<file path="config.mk">
export PLATFORM = sky130hd
export DESIGN_NAME = bf_weight_spi
export DESIGN_NICKNAME = d
export VERILOG_FILES = /design/src/rtl/bf_pkg.sv /design/src/rtl/spi_sync_edge.sv /design/src/rtl/bf_weight_spi.sv
export SDC_FILE = /design/constraint.sdc
export NUM_CORES = 1
export LEC_CHECK = 0
export CAP_MARGIN = 15
export CORE_UTILIZATION = 39
export CTS_BUF_LIST = sky130_fd_sc_hd__clkbuf_4 sky130_fd_sc_hd__clkbuf_8
export DETAILED_ROUTE_END_ITERATION = 8
export PLACE_DENSITY = 0.56
export SLEW_MARGIN = 20
export SYNTH_ARGS = -nofsm -noshare
export SYNTH_HDL_FRONTEND = slang
export SYNTH_SLANG_ARGS = --single-unit
export TNS_END_PERCENT = 10
</file>
<file path="constraint.sdc">
create_clock -name clock -period 3.6 [get_ports clock]
set_clock_uncertainty 0.15 [all_clocks]
set_input_delay 0.72 -clock clock [delete_from_list [all_inputs] [get_ports clock]]
set_output_delay 0.72 -clock clock [all_outputs]
set_load 0.005 [all_outputs]
</file>
<file path="src/rtl/bf_pkg.sv">
// Shared types and constants for the beamformer weight SPI loader.
package bf_pkg;

    localparam int N_CH   = 8;
    localparam int W_BITS = 5;

    typedef enum logic [1:0] {
        CMD_WRITE  = 2'b00,
        CMD_COMMIT = 2'b01,
        CMD_CLEAR  = 2'b10,
        CMD_NOP    = 2'b11
    } cmd_e;

    typedef enum logic [1:0] {
        SEL_COS_1 = 2'b00,
        SEL_SIN_1 = 2'b01,
        SEL_COS_2 = 2'b10,
        SEL_SIN_2 = 2'b11
    } sel_e;

    // 16-bit word layout: cmd | channel | select | reserved/parity | value
    localparam int WORD_BITS = 16;
    localparam int CMD_MSB   = 15;
    localparam int CMD_LSB   = 14;
    localparam int CH_MSB    = 13;
    localparam int CH_LSB    = 11;
    localparam int SEL_MSB   = 10;
    localparam int SEL_LSB   = 9;
    localparam int PAR_BIT   = 8;
    localparam int VAL_MSB   = 4;
    localparam int VAL_LSB   = 0;

    localparam logic signed [W_BITS-1:0] WT_COS_RST = 5'sd15;
    localparam logic signed [W_BITS-1:0] WT_SIN_RST = 5'sd0;

    typedef logic [1:0] fsm_state_t;
    localparam fsm_state_t ST_WAIT_HI = 2'd0;
    localparam fsm_state_t ST_IDLE    = 2'd1;
    localparam fsm_state_t ST_SHIFT   = 2'd2;

    // Sine selects sit on odd codes; they reset to zero, cosines to full scale.
    function automatic logic is_sin_sel(input logic [1:0] sel);
        return sel[0];
    endfunction

endpackage

</file>
<file path="src/rtl/spi_sync_edge.sv">
// Two-flop synchronizer plus an edge-detect flop, giving clean rise/fall pulses
// in the system clock domain. RST_VAL sets the level all three flops reset to.
module spi_sync_edge #(
    parameter logic RST_VAL = 1'b0
) (
    input  logic i_clk,
    input  logic i_rst,
    input  logic i_async,
    output logic o_sync,
    output logic o_rise,
    output logic o_fall
);

    logic r_meta;
    logic r_sync;
    logic r_prev;

    always_ff @(posedge i_clk) begin
        if (i_rst) begin
            r_meta <= RST_VAL;
            r_sync <= RST_VAL;
            r_prev <= RST_VAL;
        end else begin
            r_meta <= i_async;
            r_sync <= r_meta;
            r_prev <= r_sync;
        end
    end

    assign o_sync = r_sync;
    assign o_rise = r_sync & ~r_prev;
    assign o_fall = ~r_sync & r_prev;

endmodule

</file>
<file path="src/rtl/bf_weight_spi.sv">
// SPI mode-0 slave loading beamformer weights into a shadow bank that is committed
// atomically to the active outputs. Optional even-parity check: BF_WSPI_PARITY_EN.
module bf_weight_spi #(
    parameter int N_CH     = bf_pkg::N_CH,
    parameter int W_BITS   = bf_pkg::W_BITS,
    parameter int ERR_BITS = 8
) (
    input  logic                           clock,
    input  logic                           reset,
    input  logic                           sclk,
    input  logic                           ss,
    input  logic                           mosi,
    output logic [N_CH-1:0][W_BITS-1:0]    w_cos_1,
    output logic [N_CH-1:0][W_BITS-1:0]    w_sin_1,
    output logic [N_CH-1:0][W_BITS-1:0]    w_cos_2,
    output logic [N_CH-1:0][W_BITS-1:0]    w_sin_2,
    output logic                           wt_update,
    output logic [ERR_BITS-1:0]            frame_err_cnt
);
    import bf_pkg::*;

    typedef logic [3:0][N_CH-1:0][W_BITS-1:0] bank_t;

    function automatic bank_t rst_bank();
        bank_t b;
        for (int s = 0; s < 4; s++) begin
            for (int c = 0; c < N_CH; c++) begin
                b[s][c] = is_sin_sel(2'(s)) ? W_BITS'(WT_SIN_RST) : W_BITS'(WT_COS_RST);
            end
        end
        return b;
    endfunction

    function automatic logic [ERR_BITS-1:0] sat_add(input logic [ERR_BITS-1:0] a,
                                                    input logic [1:0]          inc);
        logic [ERR_BITS:0] s;
        s = {1'b0, a} + (ERR_BITS+1)'(inc);
        return s[ERR_BITS] ? '1 : s[ERR_BITS-1:0];
    endfunction

    logic w_sclk_sync, w_sclk_rise, w_sclk_fall;
    logic w_ss_sync, w_ss_rise, w_ss_fall;
    logic r_mosi_meta, r_mosi_sync;

    spi_sync_edge #(.RST_VAL(1'b0)) u_sclk_sync (
        .i_clk   (clock),
        .i_rst   (reset),
        .i_async (sclk),
        .o_sync  (w_sclk_sync),
        .o_rise  (w_sclk_rise),
        .o_fall  (w_sclk_fall)
    );

    spi_sync_edge #(.RST_VAL(1'b1)) u_ss_sync (
        .i_clk   (clock),
        .i_rst   (reset),
        .i_async (ss),
        .o_sync  (w_ss_sync),
        .o_rise  (w_ss_rise),
        .o_fall  (w_ss_fall)
    );

    always_ff @(posedge clock) begin
        if (reset) begin
            r_mosi_meta <= 1'b0;
            r_mosi_sync <= 1'b0;
        end else begin
            r_mosi_meta <= mosi;
            r_mosi_sync <= r_mosi_meta;
        end
    end

    // ---- Frame FSM and shifter ----
    fsm_state_t  r_state;
    logic [1:0]  r_flush;
    logic [3:0]  r_bitcnt;
    logic [14:0] r_shift;
    logic [15:0] r_word;
    logic        r_word_done;
    logic [3:0]  w_bitcnt_nxt;
    logic        w_frame_err;

    // A simultaneous sclk rise is counted before the ss-rise completeness check.
    always_comb begin
        w_bitcnt_nxt = r_bitcnt + 4'(w_sclk_rise);
        w_frame_err  = (r_state == ST_SHIFT) && w_ss_rise && (w_bitcnt_nxt != 4'd0);
    end

    always_ff @(posedge clock) begin
        if (reset) begin
            r_state     <= ST_WAIT_HI;
            r_flush     <= 2'd0;
            r_bitcnt    <= 4'd0;
            r_shift     <= '0;
            r_word      <= '0;
            r_word_done <= 1'b0;
        end else begin
            r_word_done <= 1'b0;
            case (r_state)
                // The ss synchronizer comes out of reset reading high; let it
                // flush before trusting that ss is really deasserted.
                ST_WAIT_HI: begin
                    if (r_flush != 2'd3) begin
                        r_flush <= r_flush + 2'd1;
                    end else if (w_ss_sync) begin
                        r_state <= ST_IDLE;
                    end
                end
                ST_IDLE: begin
                    if (w_ss_fall) begin
                        r_bitcnt <= 4'd0;
                        r_state  <= ST_SHIFT;
                    end
                end
                ST_SHIFT: begin
                    if (w_sclk_rise) begin
                        r_shift  <= {r_shift[13:0], r_mosi_sync};
                        r_bitcnt <= w_bitcnt_nxt;
                        if (r_bitcnt == 4'd15) begin
                            r_word      <= {r_shift, r_mosi_sync};
                            r_word_done <= 1'b1;
                        end
                    end
                    if (w_ss_rise) begin
                        r_state <= ST_IDLE;
                    end
                end
                default: r_state <= ST_WAIT_HI;
            endcase
        end
    end

    // ---- Word decode, banks and error counter ----
    cmd_e              w_cmd;
    logic [2:0]        w_ch;
    logic [1:0]        w_sel;
    logic [W_BITS-1:0] w_val;
    logic              w_par_ok;
    logic              w_accept;
    logic              w_par_err;
    logic [1:0]        w_err_inc;

    assign w_cmd = cmd_e'(r_word[CMD_MSB:CMD_LSB]);
    assign w_ch  = r_word[CH_MSB:CH_LSB];
    assign w_sel = r_word[SEL_MSB:SEL_LSB];
    assign w_val = W_BITS'(r_word[VAL_MSB:VAL_LSB]);

`ifdef BF_WSPI_PARITY_EN
    assign w_par_ok = ~^r_word;
`else
    assign w_par_ok = 1'b1;
`endif

    assign w_accept  = r_word_done & w_par_ok;
    assign w_par_err = r_word_done & ~w_par_ok;
    assign w_err_inc = {1'b0, w_frame_err} + {1'b0, w_par_err};

    bank_t                r_shadow;
    bank_t                r_active;
    logic                 r_wt_update;
    logic [ERR_BITS-1:0]  r_err_cnt;

    always_ff @(posedge clock) begin
        if (reset) begin
            r_shadow    <= rst_bank();
            r_active    <= rst_bank();
            r_wt_update <= 1'b0;
            r_err_cnt   <= '0;
        end else begin
            r_wt_update <= 1'b0;
            r_err_cnt   <= sat_add(r_err_cnt, w_err_inc);
            if (w_accept) begin
                case (w_cmd)
                    CMD_WRITE:  r_shadow[w_sel][w_ch] <= w_val;
                    CMD_COMMIT: begin
                        r_active    <= r_shadow;
                        r_wt_update <= 1'b1;
                    end
                    CMD_CLEAR:  r_shadow <= rst_bank();
                    default:    ;
                endcase
            end
        end
    end

    assign w_cos_1       = r_active[SEL_COS_1];
    assign w_sin_1       = r_active[SEL_SIN_1];
    assign w_cos_2       = r_active[SEL_COS_2];
    assign w_sin_2       = r_active[SEL_SIN_2];
    assign wt_update     = r_wt_update;
    assign frame_err_cnt = r_err_cnt;

    logic w_unused;
    assign w_unused = ^{w_sclk_sync, w_sclk_fall, r_word[PAR_BIT:VAL_MSB+1]};

endmodule

</file>
# Yosys cells after proc, flatten, opt, wreduce, memory -nomap -nowiden
# Index checks and enable logic that the tools add are counted.
# totals
register_bits	377
input_bits	5
# op_classes
add_sub_neg	3
order_cmp	4
n_eq_ne	11
n_mux	17
n_bitwise	9
reduce_logical	18
# op_table
cell	count
$pmux W160 S2	1
$bwmux W160	1
$demux W40 S2	1
$mux W40	1
$demux W5 S3	1
$add A8 B1 Y9	1
$mux W2	4
$mux W4	2
$mux W8	1
$ne A2 B2 Y1 const B	4
$pmux W4 S2	1
$reduce_and A2 Y1	4
$not A1 Y1	6
$pmux W2 S3	1
$reduce_and A3 Y1	2
$mux W5	1
$add A4 B1 Y4	1
$eq A2 B1 Y1 const B	2
$eq A2 B2 Y1 const B	2
$eq A4 B4 Y1 const B	1
$logic_and A1 B1 Y1	4
$logic_not A2 Y1	2
$lt A3 B4 Y1 const B	1
$ne A2 B1 Y1 const B	2
11 further kinds	15

# Longest topological paths before layout
# depth
word_depth	8
ltp_mapped	12
depth_no_buf	12

# Modules after synthesis
# A second synthesis with hierarchy kept.
# unflattened
hier_cells	1666
area_unflattened_um2	14005.9
# by_module_without_submodules
mod	n_inst	cells_per_inst	area_each_um2	seq_area_each_um2
bf_weight_spi	1	1650	13822.0	7347.0
spi_sync_edge (u_ss_sync)	1	8	92.6	60.1
spi_sync_edge (u_sclk_sync)	1	8	91.3	60.1

# Worst setup path after synthesis
# OpenSTA, ideal clock, no wires.
# synth_timing
path_kind	register -> register
from	register u_sclk_sync.r_sync, in the netlist u_sclk_sync.o_sync
to	register r_err_cnt[7], in the netlist frame_err_cnt[7]
t_arrival_ns	2.405
t_required_ns	3.318
path_slack_ns	0.913
stages_incl_launch_ff	12
path_buffers	0
synth_period_minus_slack_ns	2.687
cell_sequence	dfxtp_1 > nor2b_1 > ha_1 > ha_1 > o41ai_1 > nor2_1 > ha_1 > ha_1 > and3_1 > and2_1 > nor4b_1 > nor3_1
# synth_via
elab_chain_len	6
# synth_lines
element	line_no	text
start, declared	spi_sync_edge.sv:15	logic r_sync;
start signal, assigned	spi_sync_edge.sv:25	r_sync <= r_meta;
$and A1 B1 Y1	spi_sync_edge.sv:31	assign o_rise = r_sync & ~r_prev;
$add A4 B1 Y4	bf_weight_spi.sv:85	w_bitcnt_nxt = r_bitcnt + 4'(w_sclk_rise);
$reduce_bool A4 Y1	bf_weight_spi.sv:86	w_frame_err = (r_state == ST_SHIFT) && w_ss_rise && (w_bitcnt_nxt != 4'd0);
$logic_and A1 B1 Y1	bf_weight_spi.sv:86	
$add A8 B1 Y9	bf_weight_spi.sv:37	s = {1'b0, a} + (ERR_BITS+1)'(inc);
$mux W8	bf_weight_spi.sv:38	return s[ERR_BITS] ? '1 : s[ERR_BITS-1:0];
end signal, assigned	bf_weight_spi.sv:171	r_err_cnt <= sat_add(r_err_cnt, w_err_inc);
end, declared	bf_weight_spi.sv:161	logic [ERR_BITS-1:0] r_err_cnt;
# No other way between the ends.
# A chain may end at the register's enable or synchronous reset.

# Worst setup path in the final report
# Ends and elaborated chain as after synthesis.

==> flow_metrics.py <==
metrics = {
    "global_routing": {
        "grt_pass1_vias": 11200,
        "grt_usage_pct": 20.7,
        "antenna_found_initial": 1,
        "grt_pass1_wl_mm": 60.5,
        "grt_max_degree": 108,
        "gr-total-overflow": 0,
    },
    "clock_network": {
        "path_clk_slew_ns": 0.06,
        "postCtsSetupRepairBufs": 0,
        "ctsHoldBuffers": 0,
        "clock-root-buffer": "clkbuf_8",
        "numCtsBuffers": 61,
        "cts_resized": 0,
        "clock_path_buffers": 3,
        "clock-sinks": 373,
        "htree_levels": 2,
        "cts_tree": "built",
        "clkLatencyLatePin_ns": 0.60,
    },
    "yosys": {
        "synthArstFlopShare_pct": 0,
        "ys_types": 57,
        "synth_top_area_share_pct": 53.6,
        "synth_area_leader_cell": "dfxtp_1",
        "avgSynthCellArea_sq_um": 8.43,
        "synth_flop_cell": "dfxtp_1",
        "synthTopCellsByArea": "dfxtp_1, nand2_1, a21oi_1",
        "syn_area_sq_um": 13900,
        "synth_seq_cells": 373,
        "synth_edf_count": 0,
        "yosysSeqAreaShare_pct": 53.6,
        "synth_fp_nets": 1663,
        "yosys_warnings": 0,
        "synth_cells": 1653,
    },
    "timing": {
        "setup_violations": 0,
        "fin_crit_sh_pct": 79.6,
        "drv_slew": 0,
        "finalHoldViolCount": 0,
        "finalWorstPathRequiredPeriod_ns": 2.86,
        "fin_tns_setup_ns": 0,
        "slew_headroom_pct": 32.4,
        "rsz0062_at_grt": "no",
        "worstMarginPinSlew_ns": 1.01,
        "whs_ns": 0.290,
        "fmax_mhz": 349,
    },
    "floorplanning": {
        "die_area_sq_um": 36500,
        "io_pins": 174,
        "initial_core_util_pct": 39.9,
        "dieWidth_um": 191,
        "chipHeight_um": 191,
        "coreArea_sq_um": 34900,
        "rows": 68,
    },
    "worst_setup_path": {
        "end_kind": "flip-flop",
        "cp-start-kind": "flip-flop",
        "r2r-start": "u_sclk_sync.o_sync",
        "required_ns": 3.89,
        "setup.worst_path.class": "reg -> reg",
        "crit_fanout": 4,
        "cp.arrival_ns": 3.16,
        "crit_start": "u_sclk_sync.o_sync",
    },
    "layout": {
        "stdcell_area_sq_um": 17200,
        "layout_commonest_cell": "nand2_1",
        "post-route-util_pct": 49.2,
        "fin_nets": 1802,
        "drive_above_1_share_pct": 8.42,
        "layout-area-overhead-vs-synth_pct": 23.1,
        "final_cell_mix": "nand2_1, dfxtp_1, a21oi_1, clkdlybuf4s50_1, o21ai_0",
        "diodes": 0,
    },
    "routing": {
        "num_vias": 11800,
        "vias_per_cell": 5.17,
        "first_pass_iters": 6,
        "routedWlPerCell_um": 16.7,
        "finalWirelength_mm": 38.0,
        "post-route-drc-count": 0,
        "ant_nets": 0,
        "drt_iter0_drc": 795,
    },
    "pwr": {
        "power_density_nw_per_um2": 462,
        "p_leak_uw": 0.00608,
        "ir_drop_mv": 0.265,
        "total_power_uw": 7920,
    },
    "outcome": {
        "status": "completed",
    },
    "hold_path": {
        "hold_class": "reg -> reg",
        "min_from": "r_shadow[131]",
    },
    "placement": {
        "post-dp-hpwl_mm": 24.8,
        "port-buffer-count": 173,
        "place_congestion": 0.790,
        "placed_cell_area_sq_um": 16000,
    },
    "flow_run": {
        "max_cap_viol_count": 0,
    },
}
-- final timing paths --
kind	cells past startpoint	to	slack [ns]
worst min register to register	2	w_sin_2[11]	0.29
worst max register to register	11	frame_err_cnt[7]	0.74
worst min-delay path	2	w_sin_2[11]	0.29
worst max-delay path	11	frame_err_cnt[7]	0.74
-- state kept, by name, indices dropped and copies added, names as in the netlist, 2 cells and up --
signal	cells
r_shadow	160
w_cos_1	40
w_cos_2	40
w_sin_1	40
w_sin_2	40
r_shift	15
r_word	12
frame_err_cnt	8
r_bitcnt	4
r_flush	2
r_state	2
-- cell type report --
cell class | instances | area, sq um
Tap cell | 455 | 569
Multi-Input combinational cell | 1152 | 5950
Inverter | 4 | 15.0
Timing Repair Buffer | 200 | 1980
Clock inverter | 3 | 20.0
Fill cell | 3443 | 17700
Clock buffer | 98 | 1160
Sequential cell | 373 | 7470
-- power breakdown --
| part | switching, uW | internal, uW |
|---|---|---|
| logic | 111 | 59.5 |
| registers | 11.7 | 4140 |
| clock network | 1590 | 2010 |
| total | 1710 | 6210 |
-- through the flow --
| step | setup WS, ns | std cells |
|---|---|---|
| after detailed placement | 0.761 | 2184 |
| after global routing | 0.535 | 2285 |
| final | 0.736 | 2285 |
| after global placement | 0.764 | 2184 |
| after floorplan | 0.913 | 1653 |
| after CTS | 0.742 | 2285 |
-- Yosys cell counts (6+ instances only) --
cell type / count
dfxtp_1: 373
nand3b_1: 70
buf_1: 7
mux2i_1: 16
nand2b_1: 9
o21ai_4: 6
o31ai_1: 13
o211ai_1: 29
o21ai_0: 86
a22o_1: 6
nor2_1: 45
a21oi_1: 263
clkbuf_1: 82
o21ai_1: 6
nand3_1: 35
nor3_1: 63
nor2b_1: 14
buf_2: 27
nand2_1: 416
o221ai_1: 8
-- kinds of logic (layout without fill, tap and decap cells) --
group                      count (synthesis)  count (layout)  synth area share, %
muxes                                     16              16                 1.15
and+or+nand+nor                          691             691                 22.9
adders and majority gates                  5               5                0.449
xor gates and xnor gates                   6               6                0.377
DFF                                      373             373                 53.6
buffers and inverters                    128             305                 3.92
AOI/OAI and AO/OA                        434             434                 17.6
-- worst max-delay path, cell delays in order, from the launching register on --
cell     delay, ns
dfxtp_1       0.32
nor2b_1       0.13
ha_1          0.19
ha_1          0.29
o41ai_1       0.34
nor2_1        0.09
ha_1          0.22
ha_1          0.21
and3_1        0.20
and2_1        0.19
nor4b_1       0.30
nor3_1        0.09
-- routing by layer --
metal / part of all wire [%] / wire, um / global-route usage [%] / up-vias
li1: - / - / - / 5952
met1: 48 / 18200 / 28.7 / 5511
met2: 45 / 17300 / 32.9 / 283
met3: 4.4 / 1690 / 3.14 / 78
met4: 2.3 / 889 / 6.65 / 0
met5: 0 / 0 / 0 / -
No activity file was read; power rests on OpenSTA's default activity.
